## src/rtl/cpu_pkg.sv

```systemverilog
// Shared encodings for the 16-bit multi-cycle processor: opcodes, ALU operations,
// operand selects, FSM states and the control word the controller drives.
package cpu_pkg;

  localparam logic [3:0] OP_R    = 4'd0;
  localparam logic [3:0] OP_ADDI = 4'd1;
  localparam logic [3:0] OP_ANDI = 4'd2;
  localparam logic [3:0] OP_ORI  = 4'd3;
  localparam logic [3:0] OP_LW   = 4'd4;
  localparam logic [3:0] OP_SW   = 4'd5;
  localparam logic [3:0] OP_BEQ  = 4'd6;
  localparam logic [3:0] OP_BNE  = 4'd7;
  localparam logic [3:0] OP_BLT  = 4'd8;
  localparam logic [3:0] OP_J    = 4'd9;

  localparam logic [2:0] ALU_ADD = 3'd0;
  localparam logic [2:0] ALU_SUB = 3'd1;
  localparam logic [2:0] ALU_AND = 3'd2;
  localparam logic [2:0] ALU_OR  = 3'd3;
  localparam logic [2:0] ALU_XOR = 3'd4;
  localparam logic [2:0] ALU_SLL = 3'd5;
  localparam logic [2:0] ALU_SRL = 3'd6;
  localparam logic [2:0] ALU_SLT = 3'd7;

  localparam logic [1:0] SRCA_PC  = 2'd0;
  localparam logic [1:0] SRCA_TWO = 2'd1;
  localparam logic [1:0] SRCA_REG = 2'd2;
  localparam logic [1:0] SRCB_REG = 2'd0;
  localparam logic [1:0] SRCB_TWO = 2'd1;
  localparam logic [1:0] SRCB_IMM = 2'd2;

  typedef enum logic [3:0] {
    ST_FETCH     = 4'd0,
    ST_DECODE    = 4'd1,
    ST_EXEC_R    = 4'd2,
    ST_EXEC_I    = 4'd3,
    ST_ALU_WB    = 4'd4,
    ST_MEM_ADDR  = 4'd5,
    ST_MEM_READ  = 4'd6,
    ST_MEM_WB    = 4'd7,
    ST_MEM_WRITE = 4'd8,
    ST_BRANCH    = 4'd9,
    ST_JUMP      = 4'd10,
    ST_HALT      = 4'd11
  } state_e;

  typedef enum logic [2:0] {
    CL_R     = 3'd0,
    CL_IMM   = 3'd1,
    CL_LOAD  = 3'd2,
    CL_STORE = 3'd3,
    CL_BR    = 3'd4,
    CL_JUMP  = 3'd5,
    CL_ILL   = 3'd6
  } op_class_e;

  typedef struct packed {
    logic [2:0] alu_op;
    logic [1:0] alu_src_a;
    logic [1:0] alu_src_b;
    logic       pc_src;
    logic       pc_write;
    logic       ir_write;
    logic       i_or_d;
    logic       mem_read;
    logic       mem_write;
    logic       reg_write;
    logic       mem_to_reg;
    logic       reg_dst_rt;
    logic       halted;
  } ctrl_t;

  // Opcodes wider than the defined space collapse onto an unused (illegal) code.
  function automatic logic [3:0] norm_op(input logic [31:0] op_wide);
    logic [3:0] op4;
    if (op_wide < 32'd16) begin
      op4 = op_wide[3:0];
    end else begin
      op4 = 4'hF;
    end
    return op4;
  endfunction

  function automatic op_class_e op_class(input logic [3:0] op);
    op_class_e cls;
    case (op)
      OP_R:                   cls = CL_R;
      OP_ADDI, OP_ANDI, OP_ORI: cls = CL_IMM;
      OP_LW:                  cls = CL_LOAD;
      OP_SW:                  cls = CL_STORE;
      OP_BEQ, OP_BNE, OP_BLT: cls = CL_BR;
      OP_J:                   cls = CL_JUMP;
      default:                cls = CL_ILL;
    endcase
    return cls;
  endfunction

endpackage

```

## src/rtl/control_decode.sv

```systemverilog
// Combinational map from controller state, instruction fields and ALU flags to
// the datapath control word.
module control_decode
  import cpu_pkg::*;
#(
  parameter int OPCODE_W = 4,
  parameter int FUNCT_W  = 3
) (
  input  state_e              state,
  input  logic [OPCODE_W-1:0] opcode,
  input  logic [FUNCT_W-1:0]  funct,
  input  logic                alu_zero,
  input  logic                alu_negative,
  input  logic                mem_ready,
  output ctrl_t               ctrl
);

  logic [3:0] op_s;
  logic       taken_s;

  assign op_s = norm_op(32'(opcode));

  // Branch condition from the flags of the compare performed in BRANCH.
  always_comb begin
    case (op_s)
      OP_BEQ:  taken_s = alu_zero;
      OP_BNE:  taken_s = ~alu_zero;
      OP_BLT:  taken_s = alu_negative;
      default: taken_s = 1'b0;
    endcase
  end

  // Control word per state; everything not listed stays at the all-zero idle word.
  always_comb begin
    ctrl = '0;
    case (state)
      ST_FETCH: begin
        ctrl.mem_read  = 1'b1;
        ctrl.alu_src_a = SRCA_PC;
        ctrl.alu_src_b = SRCB_TWO;
        if (mem_ready) begin
          ctrl.ir_write = 1'b1;
          ctrl.pc_write = 1'b1;
        end else begin
          ctrl.ir_write = 1'b0;
          ctrl.pc_write = 1'b0;
        end
      end
      ST_DECODE: begin
        ctrl.alu_src_a = SRCA_PC;
        ctrl.alu_src_b = SRCB_IMM;
      end
      ST_EXEC_R: begin
        ctrl.alu_src_a = SRCA_REG;
        ctrl.alu_src_b = SRCB_REG;
        ctrl.alu_op    = 3'(funct);
      end
      ST_EXEC_I: begin
        ctrl.alu_src_a = SRCA_REG;
        ctrl.alu_src_b = SRCB_IMM;
        case (op_s)
          OP_ANDI: ctrl.alu_op = ALU_AND;
          OP_ORI:  ctrl.alu_op = ALU_OR;
          default: ctrl.alu_op = ALU_ADD;
        endcase
      end
      ST_ALU_WB: begin
        ctrl.reg_write  = 1'b1;
        ctrl.reg_dst_rt = (op_class(op_s) == CL_IMM);
      end
      ST_MEM_ADDR: begin
        ctrl.alu_src_a = SRCA_REG;
        ctrl.alu_src_b = SRCB_IMM;
      end
      ST_MEM_READ: begin
        ctrl.mem_read = 1'b1;
        ctrl.i_or_d   = 1'b1;
      end
      ST_MEM_WB: begin
        ctrl.reg_write  = 1'b1;
        ctrl.mem_to_reg = 1'b1;
        ctrl.reg_dst_rt = 1'b1;
      end
      ST_MEM_WRITE: begin
        ctrl.mem_write = 1'b1;
        ctrl.i_or_d    = 1'b1;
      end
      ST_BRANCH: begin
        ctrl.alu_src_a = SRCA_REG;
        ctrl.alu_src_b = SRCB_REG;
        ctrl.alu_op    = ALU_SUB;
        ctrl.pc_src    = 1'b1;
        ctrl.pc_write  = taken_s;
      end
      ST_JUMP: begin
        ctrl.pc_src   = 1'b1;
        ctrl.pc_write = 1'b1;
      end
      ST_HALT: begin
        ctrl.halted = 1'b1;
      end
      default: begin
        ctrl = '0;
      end
    endcase
  end

endmodule

```

## src/rtl/multicycle_control.sv

```systemverilog
// Main control FSM of the 16-bit multi-cycle processor: state register and
// next-state logic, with the output decode delegated to control_decode.
module multicycle_control
  import cpu_pkg::*;
#(
  parameter int OPCODE_W     = 4,
  parameter int FUNCT_W      = 3,
  parameter bit ILLEGAL_HALT = 1'b1
) (
  input  logic                clk,
  input  logic                reset,
  input  logic [OPCODE_W-1:0] opcode,
  input  logic [FUNCT_W-1:0]  funct,
  input  logic                alu_zero,
  input  logic                alu_negative,
  input  logic                mem_ready,
  output logic [2:0]          ALUOp,
  output logic [1:0]          ALUSrcA,
  output logic [1:0]          ALUSrcB,
  output logic                PCSrc,
  output logic                pc_write,
  output logic                ir_write,
  output logic                i_or_d,
  output logic                mem_read,
  output logic                mem_write,
  output logic                reg_write,
  output logic                mem_to_reg,
  output logic                reg_dst_rt,
  output logic                halted,
  output logic [3:0]          state_out
);

  state_e    state_q;
  state_e    state_d;
  op_class_e cls_s;
  ctrl_t     dec_s;
  ctrl_t     ctrl_s;

  assign cls_s = op_class(norm_op(32'(opcode)));

  control_decode #(
    .OPCODE_W (OPCODE_W),
    .FUNCT_W  (FUNCT_W)
  ) u_decode (
    .state        (state_q),
    .opcode       (opcode),
    .funct        (funct),
    .alu_zero     (alu_zero),
    .alu_negative (alu_negative),
    .mem_ready    (mem_ready),
    .ctrl         (dec_s)
  );

  // Next-state logic; mem_ready only matters in the three memory-access states.
  always_comb begin
    state_d = state_q;
    case (state_q)
      ST_FETCH: begin
        if (mem_ready) begin
          state_d = ST_DECODE;
        end else begin
          state_d = ST_FETCH;
        end
      end
      ST_DECODE: begin
        case (cls_s)
          CL_R:             state_d = ST_EXEC_R;
          CL_IMM:           state_d = ST_EXEC_I;
          CL_LOAD, CL_STORE: state_d = ST_MEM_ADDR;
          CL_BR:            state_d = ST_BRANCH;
          CL_JUMP:          state_d = ST_JUMP;
          default: begin
            if (ILLEGAL_HALT) begin
              state_d = ST_HALT;
            end else begin
              state_d = ST_FETCH;
            end
          end
        endcase
      end
      ST_EXEC_R, ST_EXEC_I: state_d = ST_ALU_WB;
      ST_MEM_ADDR: begin
        if (cls_s == CL_LOAD) begin
          state_d = ST_MEM_READ;
        end else begin
          state_d = ST_MEM_WRITE;
        end
      end
      ST_MEM_READ: begin
        if (mem_ready) begin
          state_d = ST_MEM_WB;
        end else begin
          state_d = ST_MEM_READ;
        end
      end
      ST_MEM_WRITE: begin
        if (mem_ready) begin
          state_d = ST_FETCH;
        end else begin
          state_d = ST_MEM_WRITE;
        end
      end
      ST_ALU_WB, ST_MEM_WB, ST_BRANCH, ST_JUMP: state_d = ST_FETCH;
      ST_HALT:  state_d = ST_HALT;
      default:  state_d = ST_FETCH;
    endcase
  end

  // State register with synchronous reset.
  always_ff @(posedge clk) begin
    if (reset) begin
      state_q <= ST_FETCH;
    end else begin
      state_q <= state_d;
    end
  end

  // Reset kills every strobe in the same cycle so an abandoned instruction writes nothing.
  always_comb begin
    if (reset) begin
      ctrl_s = '0;
    end else begin
      ctrl_s = dec_s;
    end
  end

  assign ALUOp      = ctrl_s.alu_op;
  assign ALUSrcA    = ctrl_s.alu_src_a;
  assign ALUSrcB    = ctrl_s.alu_src_b;
  assign PCSrc      = ctrl_s.pc_src;
  assign pc_write   = ctrl_s.pc_write;
  assign ir_write   = ctrl_s.ir_write;
  assign i_or_d     = ctrl_s.i_or_d;
  assign mem_read   = ctrl_s.mem_read;
  assign mem_write  = ctrl_s.mem_write;
  assign reg_write  = ctrl_s.reg_write;
  assign mem_to_reg = ctrl_s.mem_to_reg;
  assign reg_dst_rt = ctrl_s.reg_dst_rt;
  assign halted     = ctrl_s.halted;
  assign state_out  = state_q;

endmodule
```

## config.mk

```make
export PLATFORM = sky130hd
export DESIGN_NAME = multicycle_control
export DESIGN_NICKNAME = d
export VERILOG_FILES = /design/src/rtl/cpu_pkg.sv /design/src/rtl/control_decode.sv /design/src/rtl/multicycle_control.sv
export SDC_FILE = /design/constraint.sdc
export NUM_CORES = 1
export LEC_CHECK = 0
export CAP_MARGIN = 20
export CORE_MARGIN = 2
export CORE_UTILIZATION = 30
export CTS_CLUSTER_DIAMETER = 100
export DETAILED_ROUTE_END_ITERATION = 10
export PLACE_DENSITY = 0.73
export REMOVE_ABC_BUFFERS = 1
export SLEW_MARGIN = 20
export SYNTH_ARGS = -nofsm -noshare
export SYNTH_HDL_FRONTEND = slang
export SYNTH_SLANG_ARGS = --single-unit
```

## constraint.sdc

```tcl
create_clock -name clk -period 4.2 [get_ports clk]
set_input_delay 1.05 -clock clk [delete_from_list [all_inputs] [get_ports clk]]
set_output_delay 1.05 -clock clk [all_outputs]
set_load 0.05 [all_outputs]
```

# Word-level counts from Yosys, hierarchy flattened
# Memories as Yosys holds them, arrays and structs flattened.
# Index checks and enable logic that the tools add are counted.
# op_classes
eq_ne	22
reduce_logical	10
bitwise	1
muxes	23
# op_table
cell	count
one-hot mux 4 bit (7 select lines)	1
equality test 4 x 3 -> 1 bit, second input constant	6
equality test 4 bit, second input constant	5
one-hot mux 4 bit (5 select lines)	1
two-way mux 17 bit	1
equality test 4 x 2 -> 1 bit, second input constant	4
one-hot mux 4 bit (4 select lines)	1
OR reduction 2 bit	8
two-way mux 1 bit	10
one-hot mux 3 bit (3 select lines)	1
two-way mux 4 bit	2
equality test 3 x 1 -> 1 bit, second input constant	2
equality test 3 x 2 -> 1 bit, second input constant	2
equality test 3 bit, second input constant	2
one-hot mux 1 bit (3 select lines)	2
equality test 4 x 1 -> 1 bit, second input constant	1
zero test 4 bit	1
one-hot mux 2 bit (2 select lines)	1
zero test 3 bit	1
two-way mux 3 bit	1
two-way mux 2 bit	1
one-hot mux 1 bit (2 select lines)	1
inverter 1 bit	1
# totals
output_inout_bits	21
rom_bits	96
wordCells	59
reg_bits	4
in_bits	12
mem_count	2
# mem_list
name	words	word_bits	rd	rd_clocked_by_memory_dff	write_ports	line_no	text
(no name shown)	16	3	1	0	0	cpu_pkg.sv:86	case (op)
(no name shown)	16	3	1	0	0	cpu_pkg.sv:86	

# Longest topological paths before layout
# Gate-level depths: netlist of run 1.
# depth
ltp_word	5
ltp_mapped	5
ltp_nobuf	4

# Hierarchy
# A second synthesis of run 1 with hierarchy kept.
# hier_totals
hier_cells	110
hier_area_um2	814.5
# modules_own_cells
module	cells_per_inst	area_per_inst_um2	seq_area_each_um2	instances
multicycle_control	59	469.2	80.1	1
control_decode	51	345.3	0.0	1

# Worst setup path after synthesis of run 1
# OpenSTA, ideal clock, no wires.
# synth_path
path_kind	input to output
startpoint	input port opcode[1]
endpoint	output port reg_dst_rt
n_path_buf	1
arrival_time_ns	3.886
t_required_ns	3.150
path_slack_ns	-0.736
path_stages	3
cell_sequence	clkbuf_1 -> o21ai_0 -> a2111oi_0
# synth_between
elab_chain_cells	5
# synth_rtl
element	line_no	text
start: declaration	multicycle_control.sv:12	input logic [OPCODE_W-1:0] opcode,
memory read (16 x 3 bit)	--	
two-way mux 3 bit	control_decode.sv:36	case (state)
equality test 3 x 1 -> 1 bit	control_decode.sv:69	ctrl.reg_dst_rt = (op_class(op_s) == CL_IMM);
one-hot mux 1 bit (2 select lines)	control_decode.sv:36	
two-way mux 17 bit	multicycle_control.sv:120	if (reset) begin
end: declaration	multicycle_control.sv:28	output logic reg_dst_rt,
# No other way between the ends. The select of a mux whose other input is x is not followed.

# Worst setup path after layout of run 1
# layout_path
startpoint	input port opcode[3]
endpoint	output port reg_dst_rt
# Same word-level chain as after synthesis.

==> results of run 1 <==
kinds of logic after synthesis:
family          share of synthesized area [%]
simple gates                            43.20
xor+xnor                                7.561
flops                                   13.82
buf+inv                                 9.934
compound gates                          23.11
mux                                     1.728
other cells                            0.6473
worst min-delay path by stage:
| stage | start | end | slack, ns | cells after the start |
|---|---|---|---|---|
| 6_report | state_out[2] | state_out[2] | 0.82 | 2 |
| 5_1_grt | state_out[2] | state_out[2] | 0.86 | 2 |
| 4_1_cts | state_out[2] | state_out[2] | 0.82 | 2 |
| 3_5_place_dp | state_out[1] | state_out[2] | 0.81 | 2 |
| 3_3_place_gp | state_out[1] | state_out[2] | 0.81 | 2 |
| 2_1_floorplan | state_out[2] | state_out[2] | 0.92 | 2 |
power breakdown:
| part | internal (mW) | total (mW) | switching, mW | leakage, nW |
|---|---|---|---|---|
| Sequential | 0.0427 | 0.0617 | 0.0190 | 0.0327 |
| Combinational | 0.0617 | 0.157 | 0.0958 | 0.312 |
| Clock | 0.0318 | 0.0450 | 0.0132 | 0.0138 |
| Total | 0.136 | 0.264 | 0.128 | 0.358 |
area by class of cell:
| type | count | area (um^2) |
|---|---|---|
| tap | 25 | 31.28 |
| multi-input combinational | 69 | 441.7 |
| timing repair buffer | 33 | 327.8 |
| sequential | 4 | 80.08 |
| clock buffer | 3 | 22.52 |
| fill | 184 | 853.3 |
| inverter | 2 | 7.507 |
stage by stage:
| stage | hold slack, ns | instance area [um^2] |
|---|---|---|
| after floorplan | 0.9210 | 529.3 |
| after global placement | 0.8081 | 888.4 |
| after detailed placement | 0.8125 | 888.4 |
| after CTS | 0.8217 | 910.9 |
| after global routing | 0.8647 | 910.9 |
| final | 0.8220 | 910.9 |
cells in the final DEF (no fill, tap or decap), drive strengths merged, types with 2 or more instances in the layout:
master / instances
clkdlybuf4s50: 17
buf: 16
nor2: 9
nor3: 6
nor2b: 4
a31oi: 4
nand2: 4
a21oi: 4
dfxtp: 4
xor2: 3
nand2b: 3
nor4: 3
clkbuf: 3
nor4b: 3
nor3b: 2
xnor2: 2
o21ai: 2
nand3: 2
inv: 2
worst min-delay path: cells and delay by family, from the launching register on:
kind / cells / cell delay (ns)
AOI/OAI and AO/OA: 2 / 0.29
DFF: 1 / 0.48
layer usage:
layer	wire [um]	part of all wire, %
met1	809	47
met2	778	45
met3	126	7.4
met4	0	0
met5	0	0
==> results.txt, run 1 <==
----------------------------------------------------
[Cells and area]
  Number of diodes added for antenna fixing ... 0
  Area growth, synth to finish ... 57.24%
  Fraction of final layout cells sized beyond drive strength 1 ... 18.92%
  Final core utilization ... 51.63%
  Max FFs per register ... 4
  Layout Cells excl Fill ... 136
  Nets ... 125

[Min path]
  Worst min path class ... flip-flop to flip-flop

[CTS]
  Master cell of the clock root buffer ... sky130_fd_sc_hd__clkbuf_4
  Cts repair resizes ... 0
  Worst skew pair latency ... 0.23 ns
  Number of levels in the clock H-tree ... 1
  Clock tree from TritonCTS ... yes
  Max Buffers Root-to-Sink ... 2
  Number of buffers created by CTS ... 3
  Register clock-pin slew on the reported worst setup and hold paths ... approximately 0.030 ns
  Buffers inserted during post-CTS setup optimization ... 0
  Clock Sinks ... 4
  Cts hold-fix bufs ... 0

[Synthesis]
  Most instantiated library cell after synthesis ... sky130_fd_sc_hd__nor2_1
  Post-synth EDFFs ... 0
  Synth Register Bits ... 4
  Number of standard cells after synthesis ... 84
  Post-synthesis area per instance ... 6.897 um^2
  Share of the yosys chip area belonging to registers ... 13.82%
  Syn Std Cell Area ... around 580 um^2
  Synth top cells by count ... 9 x sky130_fd_sc_hd__nor2_1, 6 x sky130_fd_sc_hd__nor3_1
  Count of yosys warnings during synthesis ... 0
  Post-synth ARST share ... 0%
  Area share of the largest cell type after synthesis ... between 10% and 20%
  Biggest area contributors in the synthesized netlist ... sky130_fd_sc_hd__dfxtp_1 14%, sky130_fd_sc_hd__nor2_1 5.8%, sky130_fd_sc_hd__nor3_1 5.2%
  Number of distinct library cells after synthesis ... 39
  Library cell occupying the most area in the post-synthesis netlist ... sky130_fd_sc_hd__dfxtp_1
  Most used flip-flop cell after synthesis ... sky130_fd_sc_hd__dfxtp_1

[Timing]
  Transition time at the pin with the least slew margin ... 0.5547 ns
  Minimum clock period ... slightly below 4 ns
  Maximum clock frequency ... 0.2593 GHz
  Final Hold Viols ... 0
  Setup repair after global routing missed its margin ... false
  Setup-violating endpoint count in the final report ... 0
  Fin worst setup slack ... 0.3431 ns
  Max-slew violation count ... 0
  Worst relative slew slack ... 62.06%
  Final clock period utilization by the worst path ... 91.83%
  Maximum clock skew at final layout ... 0.001036 ns
  Sum of negative setup slack ... 0 ns

[Routing]
  DR vias/cell ... about 5.3
  DR WL/cell ... 12.60 um
  Drt initial violations ... 6
  Total wire length after detailed routing ... 1.714 mm
  DRC violation count after routing ... 0
  Number of routed nets with antenna violations ... 0
  Via total after detailed routing ... 722
  Number of optimization iterations in the first detailed-route pass ... 4

[Floorplan]
  Die X-Extent ... 47.95 um
  Total Die Area ... roughly 0.0023 mm^2
  Standard cell core area ... around 0.0018 mm^2
  Standard-cell row count ... 15
  Starting utilization of the core area ... 32.84%
  Io pins ... 33
  Die Y-Extent ... ~48 um

[Setup path]
  Cell depth of the worst setup path ... 6
  CP delay by family, top ... buffers and inverters
  Critical path startpoint ... opcode[3]
  Register-to-register setup slack ... 2.39 ns
  Category of the critical setup timing path ... primary input to primary output
  Worst path arrival time ... 2.81 ns
  Endpoint of the worst setup timing path ... reg_dst_rt
  Beginning of the worst register-to-register path ... state_out[0]
  R2R depth ... 4
  Data required, critical path ... 3.15 ns
  Critical path peak fanout ... 6
  Cell with the biggest individual delay on the critical path ... sky130_fd_sc_hd__a2111oi_0
  Startpoint class of the critical path ... primary input
  Number of buffer and inverter stages on the critical path ... 3
  Critical Path Sink Type ... primary output
  Highest cell delay on the worst timing path ... approximately 0.57 ns
  Critical-path cell list ... clkdlybuf4s50_1, nor2_1, o21ai_0, a2111oi_0, buf_4, buf_12
  End of the worst register-to-register path ... state_out[1]

[Outcome]
  Outcome ... finished clean

[Global routing]
  Met3 Track Usage GR ... 3.774%
  Wire length of the first global-routing pass ... roughly 2.6 mm
  Most used routing layer ... met2
  Met1 track demand over resource ... a little over a fifth
  Global route overflow ... 0
  Largest net degree at the start of global routing ... 18
  Number of antenna violations at the first check in global routing ... 0
  Grt met2 use ... between 20% and 30%
  GRT Overall Usage ... 15.43%
  Number of global-route vias before repair ... just under 600

[Placement]
  Setup WS pre-CTS ... 0.4033 ns
  DP HPWL ... 1.286 mm
  Final estimated routing congestion in global placement ... 0.8048
  Input/output buffers ... 31
  Count of placed standard cells including taps ... 133

[Power and ir drop]
  Post-route total power ... 0.2642 mW
  Peak supply drop ... 0.0001495 V
  Leak ... 0.3583 nW
  Power density normalized to cell area ... roughly 290 mW/mm^2

[Job]
  Number of max-cap violations ... 0

----------------------------------------------------
No activity file was read; power rests on OpenSTA's default activity.
==> run 2, diff against run 1 <==
- CTS_BUF_LIST: unset -> sky130_fd_sc_hd__clkbuf_2
- PLACE_DENSITY: 0.73 -> 0.66
- SYNTH_HIERARCHICAL: unset -> 1
==> run 2 against run 1 <==
Against the previous run: power grew 13%; die area grew 37%; via count grew 22%; first-iteration DRC count grew 50%; combinational power grew 20%; sequential power grew 20%; register-to-register slack lost 0.04 ns; clock power shrank 19%; flip-flop and latch count is the same; synthesized area grew 41%; non-clock buffer count shrank 2; sequential share of layout area shrank 1.6 points; largest cell class unchanged; largest power group unchanged.
==> results.txt, run 2 <==
----------------------------------------------------
[Outcome]
  Outcome ... finished clean

[CTS]
  Clock tree from TritonCTS ... yes
  Number of levels in the clock H-tree ... 1
  Cts repair resizes ... 0
  Clock Sinks ... 4
  Worst skew pair latency ... roughly 0.22 ns
  Register clock-pin slew on the reported worst setup and hold paths ... approximately 0.05 ns
  Number of buffers created by CTS ... 3
  Master cell of the clock root buffer ... sky130_fd_sc_hd__clkbuf_2
  Buffers inserted during post-CTS setup optimization ... 0
  Cts hold-fix bufs ... 0
  Max Buffers Root-to-Sink ... 2

[Timing]
  Max-slew violation count ... 0
  Maximum clock frequency ... 0.2640 GHz
  Minimum clock period ... 3.789 ns
  Maximum clock skew at final layout ... 0.01036 ns
  Final clock period utilization by the worst path ... 90.20%
  Worst relative slew slack ... 38.20%
  Sum of negative setup slack ... 0 ns
  Transition time at the pin with the least slew margin ... 0.9251 ns
  Setup-violating endpoint count in the final report ... 0
  Final Hold Viols ... 0
  Setup repair after global routing missed its margin ... false

[Synthesis]
  Most instantiated library cell after synthesis ... sky130_fd_sc_hd__nor2b_1
  Syn Std Cell Area ... approximately 810 um^2
  Synth top cells by count ... 18 x sky130_fd_sc_hd__nor2b_1, 9 x sky130_fd_sc_hd__nor2_1, 6 x sky130_fd_sc_hd__a21oi_1, 6 x sky130_fd_sc_hd__nand2b_1, 6 x sky130_fd_sc_hd__nor3_1
  Number of distinct library cells after synthesis ... 46
  Biggest area contributors in the synthesized netlist ... sky130_fd_sc_hd__nor2b_1 14%, sky130_fd_sc_hd__dfxtp_1 9.8%, sky130_fd_sc_hd__nand2b_1 4.6%
  Number of standard cells after synthesis ... 110
  Post-synthesis area per instance ... 7.405 um^2
  Share of the yosys chip area belonging to registers ... 9.831%
  Library cell occupying the most area in the post-synthesis netlist ... sky130_fd_sc_hd__nor2b_1
  Count of yosys warnings during synthesis ... 6
  Most used flip-flop cell after synthesis ... sky130_fd_sc_hd__dfxtp_1
  Post-synth ARST share ... 0%
  Area share of the largest cell type after synthesis ... 13.82%
  Post-synth EDFFs ... 0
  Synth Register Bits ... 4

[Floorplan]
  Standard-cell row count ... 18
  Starting utilization of the core area ... 32.29%
  Total Die Area ... 0.003148 mm^2
  Standard cell core area ... 0.002522 mm^2
  Die Y-Extent ... 56.11 um
  Die X-Extent ... 56.11 um
  Io pins ... 33

[Routing]
  DRC violation count after routing ... 0
  Via total after detailed routing ... 883
  Number of optimization iterations in the first detailed-route pass ... 4
  Drt initial violations ... 9
  Number of routed nets with antenna violations ... 0
  DR WL/cell ... approximately 13 um
  DR vias/cell ... 5.352
  Total wire length after detailed routing ... roughly 2.1 mm

[Cells and area]
  Layout Cells excl Fill ... 165
  Commonest cells after routing, fill and taps aside ... 18 x sky130_fd_sc_hd__nor2b_1, 15 x sky130_fd_sc_hd__clkdlybuf4s50_1, 13 x sky130_fd_sc_hd__buf_4
  Max FFs per register ... 4
  Number of diodes added for antenna fixing ... 0
  Most frequent standard cell in the layout excluding fill and tap cells ... sky130_fd_sc_hd__nor2b_1
  Area growth, synth to finish ... 36.41%
  Nets ... between 100 and 150
  Fraction of final layout cells sized beyond drive strength 1 ... a little under a quarter

[Placement]
  Final estimated routing congestion in global placement ... around 0.76
  DP HPWL ... 1.465 mm
  Input/output buffers ... 31
  Count of placed standard cells including taps ... approximately 160

[Setup path]
  Highest cell delay on the worst timing path ... 0.56 ns
  Critical-path cell list ... clkdlybuf4s50_1, nor4b_1, a21oi_1, o31ai_1, nor2b_1, buf_12
  Critical path peak fanout ... 10
  Data required, critical path ... 3.15 ns
  Worst path arrival time ... 2.74 ns
  Cell with the biggest individual delay on the critical path ... sky130_fd_sc_hd__clkdlybuf4s50_1
  Startpoint class of the critical path ... primary input
  Critical Path Sink Type ... primary output
  Category of the critical setup timing path ... primary input to primary output

[Global routing]
  Global route overflow ... 0
  Largest net degree at the start of global routing ... 27
  Wire length of the first global-routing pass ... 3.567 mm
  Number of global-route vias before repair ... 816
  GRT Overall Usage ... a little over an eighth
  Number of antenna violations at the first check in global routing ... 0

[Power and ir drop]
  Peak supply drop ... 0.0001422 V
  Leak ... 0.4424 nW
  Power density normalized to cell area ... 268.8 mW/mm^2

[Min path]
  Worst min path class ... flip-flop to flip-flop

[Job]
  Number of max-cap violations ... 0

----------------------------------------------------
[run 2: cell types whose count changed after synthesis, sizes merged, moves of 2 or more]
cell | previous run | this run
a21oi | 4 | 6
and3b | 0 | 2
a21o | 0 | 2
nor2b | 4 | 18
o31ai | 0 | 2
nand2b | 3 | 6
and2b | 1 | 4
a31oi | 4 | 1
a311oi | 0 | 3
or4b | 0 | 2
[run 2: layer usage]
layer | up-vias | routed length (um) | GRT usage, %
li1 | 441 | - | -
met1 | 409 | 1009 | 16.99
met2 | 31 | 931 | 22.18
met3 | 2 | 163 | 4.651
met4 | 0 | 8 | 4.082
met5 | - | 0 | 0
[run 2: final cells by class]
cell class,count,area (um^2)
fillers,271,1411
repair buffers,31,307.8
inverters,1,3.754
well taps,30,37.54
clock buffers,3,15.01
flip-flops and latches,4,80.08
multi-input cells,96,666.9
[run 2: through the flow]
stage	area (um^2)	hold WS (ns)	setup WS, ns	power [mW]	util (%)
2_1_floorplan	750.7	1.010	0.7195	0.1972	-
3_3_place_gp	1096	0.9286	0.4873	0.2620	43.45
3_5_place_dp	1096	0.9521	0.4446	0.2628	43.45
4_1_cts	1111	0.9404	0.4246	0.2998	44.05
5_1_grt	1111	1.024	0.3687	0.3187	44.05
6_report	1111	0.9323	0.4114	0.2986	44.05
[run 2: cells by family after synthesis]
logic type,count (synthesis),synth area share (%)
muxes,2,2.611
DFF,4,9.831
other,1,0.4604
and+or+nand+nor,69,56.38
buffers and inverters,10,8.294
AOI/OAI and AO/OA,20,18.13
xor gates and xnor gates,4,4.302
[run 2: where the power goes]
group	internal [mW]	leakage, nW	total [mW]	switching (mW)
clock network	0.0192	0.0125	0.0365	0.0173
registers	0.0427	0.0327	0.0741	0.0314
logic	0.0842	0.397	0.188	0.104
[run 2: final timing paths]
check	startpoint	end	slack, ns	depth (start not counted)
setup reg to reg	state_out[1]	state_out[3]	2.35	3
hold reg to reg	state_out[0]	state_out[2]	0.93	2
setup / recovery	opcode[1]	pc_write	0.41	6
hold / removal	state_out[0]	state_out[2]	0.93	2
[run 2: critical path, delay by kind of cell]
kind / cells / cell delay (ns)
compound gates: 2 / 0.34
buf+inv: 2 / 0.74
simple gates: 2 / 0.61
